File: config.mk
export PLATFORM = sky130hd
export DESIGN_NAME = fifo_rd_ptr_empty
export DESIGN_NICKNAME = d
export VERILOG_FILES = /design/src/rtl/fifo_pkg.sv /design/src/rtl/fifo_gray2bin.sv /design/src/rtl/fifo_rd_ptr_empty.sv
export SDC_FILE = /design/constraint.sdc
export NUM_CORES = 1
export LEC_CHECK = 0
export BUFFER_PORTS_ARGS = -buffer_cell sky130_fd_sc_hd__buf_2
export CELL_PAD_IN_SITES_DETAIL_PLACEMENT = 0
export CELL_PAD_IN_SITES_GLOBAL_PLACEMENT = 2
export CORE_ASPECT_RATIO = 0.9
export CORE_UTILIZATION = 34
export CTS_CLUSTER_SIZE = 16
export DETAILED_ROUTE_END_ITERATION = 8
export PLACE_DENSITY_LB_ADDON = 0.1
export SLEW_MARGIN = 20
export SYNTH_ARGS = -nofsm -noshare
export SYNTH_HDL_FRONTEND = slang
export SYNTH_HIERARCHICAL = 1
export SYNTH_SLANG_ARGS = --single-unit
File: constraint.sdc
create_clock -name r_clk -period 4.1 [get_ports r_clk]
set_clock_uncertainty 0.2 [all_clocks]
set_input_delay 0.615 -clock r_clk [delete_from_list [all_inputs] [get_ports r_clk]]
set_output_delay 0.615 -clock r_clk [all_outputs]
set_load 0.01 [all_outputs]
File: src/rtl/fifo_pkg.sv
// Shared async-FIFO constants and Gray/binary helpers.
// Both the read-side and write-side pointer blocks import this package.
package fifo_pkg;

  localparam int ADDR_BITS = 4;
  localparam int PTR_W     = ADDR_BITS + 1;

  function automatic logic [PTR_W-1:0] bin2gray(input logic [PTR_W-1:0] bin);
    return bin ^ (bin >> 1);
  endfunction

  function automatic logic [PTR_W-1:0] gray2bin(input logic [PTR_W-1:0] gray);
    logic [PTR_W-1:0] bin;
    for (int i = 0; i < PTR_W; i++) begin
      bin[i] = ^(gray >> i);
    end
    return bin;
  endfunction

endpackage

File: src/rtl/fifo_gray2bin.sv
// Parameterised Gray-to-binary converter (XOR prefix from the MSB down).
// Pure combinational; also used by the write-side level logic.
module fifo_gray2bin #(
  parameter int W = 5
) (
  input  logic [W-1:0] gray,
  output logic [W-1:0] bin
);

  always_comb begin
    bin = '0;
    // Bit i is the XOR of all Gray bits at or above i.
    for (int i = 0; i < W; i++) begin
      bin[i] = ^(gray >> i);
    end
  end

endmodule

File: src/rtl/fifo_rd_ptr_empty.sv
// Read-domain pointer and flag stage of the async FIFO: binary/Gray read pointer,
// RAM read address, and registered empty, almost-empty, level and sticky underflow.
module fifo_rd_ptr_empty
  import fifo_pkg::*;
#(
  parameter int ADDR_BITS = fifo_pkg::ADDR_BITS,
  parameter int AE_THRESH = 2
) (
  input  logic                 r_clk,
  input  logic                 r_rst_n,
  input  logic                 r_en,
  input  logic [ADDR_BITS:0]   r_wptr_sync,
  input  logic                 r_underflow_clr,
  output logic [ADDR_BITS:0]   r_ptr,
  output logic [ADDR_BITS-1:0] r_addr,
  output logic                 r_empty,
  output logic                 r_almost_empty,
  output logic [ADDR_BITS:0]   r_count,
  output logic                 r_underflow
);

  localparam int PW = ADDR_BITS + 1;
  localparam logic [PW-1:0] AE_LIMIT = PW'(AE_THRESH);

  logic [PW-1:0] r_bin;
  logic [PW-1:0] r_bin_next;
  logic [PW-1:0] r_gray_next;
  logic [PW-1:0] w_bin;
  logic [PW-1:0] level_next;
  logic          rd_ok;

  fifo_gray2bin #(.W(PW)) u_wptr_g2b (
    .gray (r_wptr_sync),
    .bin  (w_bin)
  );

  always_comb begin
    rd_ok       = r_en & ~r_empty;
    r_bin_next  = r_bin + PW'(rd_ok);
    r_gray_next = r_bin_next ^ (r_bin_next >> 1);
    // Modulo subtraction stays correct across pointer wrap without special casing.
    level_next  = w_bin - r_bin_next;
  end

  always_ff @(posedge r_clk) begin
    if (!r_rst_n) begin
      r_bin          <= '0;
      r_ptr          <= '0;
      r_empty        <= 1'b1;
      r_almost_empty <= 1'b1;
      r_count        <= '0;
      r_underflow    <= 1'b0;
    end else begin
      r_bin          <= r_bin_next;
      r_ptr          <= r_gray_next;
      r_empty        <= (r_gray_next == r_wptr_sync);
      r_almost_empty <= (level_next <= AE_LIMIT);
      r_count        <= level_next;
      // A new underflow event takes priority over a clear in the same cycle.
      if (r_en && r_empty) begin
        r_underflow <= 1'b1;
      end else if (r_underflow_clr) begin
        r_underflow <= 1'b0;
      end
    end
  end

  assign r_addr = r_bin[ADDR_BITS-1:0];

endmodule

==> run summary <==
The max-slew violation total from the final report is 0. The share of the Yosys chip area taken by registers is 32.46%. The number of failing hold endpoints at the final stage came to 0. The first global-routing pass estimated 3.394 mm of wire.

For this design the top-level I/O count stands at 26. The area of the core came out at 0.002838 mm². The final total negative setup slack is 0 ns. The number of endpoints failing setup at the final stage is 0. The final period utilization came out at between 60% and 70%.

The full die area is around 0.0033 mm². The kind of end point of the critical path is a flip-flop. Buffers inserted during clock tree synthesis total 3. The relative area change from synthesis to final layout is 16.83%. The number of gates given a new drive strength after cts is 0. STA classifies the critical path startpoint as a flip-flop. The global route total overflow came out at 0.

The number of hold buffers added after CTS was 0. After detailed placement, the total cell area comes to approximately 0.0012 mm². The dominant synthesized flop cell is sky130_fd_sc_hd__dfxtp_1. In this run the number of H-tree levels came out at 1. For this run, the detailed router's first-pass iteration total came to 3.

The CTS clock-pin slew for the worst setup and hold paths is between 0.1 and 0.15 ns. The remaining max-slew budget at the tightest pin is 75.30%. The total vias in the final route is between 700 and 800.

Final hold analysis gives a worst-case slack of 0.2835 ns. The number of antenna violations at the first check in global routing came out at 0. The min-delay analysis places its worst path in the category reg2reg. The number of unique standard cell types used by synthesis is 36. Measured in cells, the most critical reg-to-reg path has a length of 9. Of all nets on the critical path, the largest fanout is 5. Wires add up to 1.975 mm. The number of buffers on the longest clock path is 2. Measured on the finished design, the core utilization comes to between 40% and 50%. The detailed-route wire length per cell is between 10 and 15 µm.

Setup repair after global routing left no endpoint under its margin. The last weighted congestion value of the routability-driven placer came out at slightly above 0.7. The antenna cell count came out at 0. The ratio of routed vias to standard cells is 4.461. The total of warnings raised by yosys is 6. The net count after synthesis came out at approximately 120. The worst ir drop on vdd is 117.2 µV. The post-route worst setup slack came out at roughly 1.3 ns. The cell area after layout came out at around 0.0012 mm². The horizontal die dimension came out at 60.54 µm.

The source-to-sink clock delay at the later pin of the worst-skew pair came out at 0.29 ns. The initialized floorplan defines 18 standard-cell rows. Dividing total power by cell area gives a power density of about 340 mW/mm². The critical path required time is ~4.1 ns. The mean post-synth cell area is 10.28 µm². Synthesis handed over a netlist of between 100 and 150 instances. The share of synthesized flip-flops with an asynchronous set or reset came out at 0%. The netlist area before placement came out at between 0.001 and 0.0015 mm². The CTS tree is done.

In this run, the number of DRC markers left after iteration 0 of detailed routing was 7. At the worst endpoint, the arrival time is 2.77 ns. The net total in the final layout is 141. The leakage power is between 0.5 and 0.6 nW. Counting flops and latches in the post-synthesis netlist gives 17. The fmax is around 360 MHz. The slew at the pin with the worst max-slew slack came out at 0.3693 ns. The number of clock sinks came out at 17. The master cell of the clock root buffer is sky130_fd_sc_hd__clkbuf_4. The worst setup path is of the reg2reg kind. The initial core utilization came out at between 30 and 40%.

Buffers added to address setup during post-CTS repair amount to 0. The total of max-cap violations came out at 0. Entering global routing, the biggest net connects 20 pins. The number of global-route vias before repair came out at 746. The run finished with clean final reports. Once detailed placement completed, the half-perimeter wirelength came to between 1.5 and 2 mm. The overall routing resource usage is 14.49%. The minimum clock period is approximately 2.8 ns. The antenna violation net count after detailed routing came out at 0. The setup slack after placement is ~1 ns. The quantity of I/O buffers inserted on ports came out at 25. Cells with a size suffix above 1 make up a little under a third of the layout. The count of flip-flops with a built-in enable after synthesis is 0. For flop-to-flop paths, the worst setup slack is about 1.3 ns. After detailed routing, the number of remaining DRC violations is 0. The worst hold path was traced through 2 stages.

The die height came out at 54.68 µm.
==> per-stage QoR <==
step / cells / power [mW]
final: 167 / 0.4136
after CTS: 167 / 0.4208
after global placement: 163 / 0.3277
after detailed placement: 163 / 0.3268
after floorplan: 102 / 0.2904
after global routing: 167 / 0.4488
==> sequential cells by signal, indices dropped and copies added (netlist names) <==
name            flops
r_count             5
r_ptr               5
r_bin               4
r_almost_empty      1
r_empty             1
r_underflow         1
==> final cells by class <==
cell class	instances	area [µm²]
fillers	297	1613
clock inverters	1	5.005
flip-flops and latches	17	340.3
inverters	3	11.26
clock buffers	3	22.52
multi-input cells	78	670.6
well taps	40	50.05
repair buffers	25	125.1
==> synth_stat cells, drive strengths merged (2+ instances only) <==
master	count	area share (%)
ha	4	4.8
clkbuf	2	0.72
nand3	2	1.4
a21oi	2	0.95
xor2	10	11
nor2	2	0.72
nand2b	2	1.2
nor2b	7	4.2
o21ai	2	0.95
and2	10	6.1
inv	3	1.1
nand2	6	2.1
mux2i	3	2.9
dfxtp	17	32
and2b	2	1.7
buf	2	1.8
xnor2	12	11
a211oi	2	1.4
==> cell usage in the layout, fill, tap and decap left out <==
cell type,synthesis,final
sky130_fd_sc_hd__nor2b_1,7,7
sky130_fd_sc_hd__xor3_1,1,1
sky130_fd_sc_hd__xor2_1,8,8
sky130_fd_sc_hd__o21ai_0,2,2
sky130_fd_sc_hd__o211ai_2,1,1
sky130_fd_sc_hd__or4b_4,1,1
sky130_fd_sc_hd__nand3_2,1,1
sky130_fd_sc_hd__a21oi_1,2,2
sky130_fd_sc_hd__a31oi_1,1,1
sky130_fd_sc_hd__clkbuf_4,0,3
sky130_fd_sc_hd__nand3_1,1,1
sky130_fd_sc_hd__nor2_1,2,2
sky130_fd_sc_hd__nor4b_2,1,1
sky130_fd_sc_hd__o41ai_1,1,1
sky130_fd_sc_hd__clkinv_2,0,1
sky130_fd_sc_hd__ha_1,4,4
sky130_fd_sc_hd__mux2_4,1,1
sky130_fd_sc_hd__xor2_2,1,1
sky130_fd_sc_hd__xor2_4,1,1
sky130_fd_sc_hd__dfxtp_1,17,17
sky130_fd_sc_hd__buf_2,0,25
sky130_fd_sc_hd__and2b_2,2,2
sky130_fd_sc_hd__xnor2_2,1,1
sky130_fd_sc_hd__and2_1,9,9
sky130_fd_sc_hd__mux2i_1,3,3
sky130_fd_sc_hd__nor3_1,1,1
sky130_fd_sc_hd__and2_2,1,1
sky130_fd_sc_hd__a21boi_0,1,1
sky130_fd_sc_hd__and3b_1,1,1
sky130_fd_sc_hd__xnor2_1,11,11
sky130_fd_sc_hd__o31ai_1,1,1
sky130_fd_sc_hd__nand2_1,6,6
sky130_fd_sc_hd__a211oi_1,2,2
sky130_fd_sc_hd__nand2b_1,2,2
sky130_fd_sc_hd__inv_1,3,3
sky130_fd_sc_hd__xnor3_1,1,1
==> cells by family (layout without fill, tap and decap cells) <==
logic type	count (synthesis)	count (layout)	synth area share (%)
simple gates	35	35	21.48
xor+xnor	24	24	26.02
flops	17	17	32.46
compound gates	11	11	7.399
buf+inv	7	32	3.580
fa+ha+maj	4	4	4.773
mux	4	4	4.296
==> worst paths after layout <==
path | startpoint | to
max | r_bin[0]$_SDFF_PN0_ | r_almost_empty$_SDFF_PN1_
min | r_underflow$_SDFFE_PN0P_ | r_underflow$_SDFFE_PN0P_
max reg2reg | r_bin[0]$_SDFF_PN0_ | r_almost_empty$_SDFF_PN1_
min reg2reg | r_underflow$_SDFFE_PN0P_ | r_underflow$_SDFFE_PN0P_
==> where the power goes <==
group	total [mW]	switching, mW	internal [mW]
clock	0.0922	0.0560	0.0362
combinational	0.133	0.0690	0.0644
sequential	0.188	0.00550	0.182
total	0.414	0.130	0.283
==> layer usage <==
metal	wire (µm)	vias up	global-route usage, %
met5	0	-	0
met4	32	0	7.197
met3	70	4	3.073
met2	879	17	23.81
met1	993	336	17.99
li1	-	388	-
==> critical path, stage by stage (launching register included) <==
cell and delay, ns:
sky130_fd_sc_hd__dfxtp_1 0.39, sky130_fd_sc_hd__and3b_1 0.38, sky130_fd_sc_hd__nand3_2 0.19, sky130_fd_sc_hd__xor2_4 0.28, sky130_fd_sc_hd__ha_1 0.31, sky130_fd_sc_hd__and2_1 0.18, sky130_fd_sc_hd__a211oi_1 0.23, sky130_fd_sc_hd__a21oi_1 0.11
sky130_fd_sc_hd__mux2i_1 0.17, sky130_fd_sc_hd__nor4b_2 0.22
Note: power is estimated with default switching activity, not from simulation.
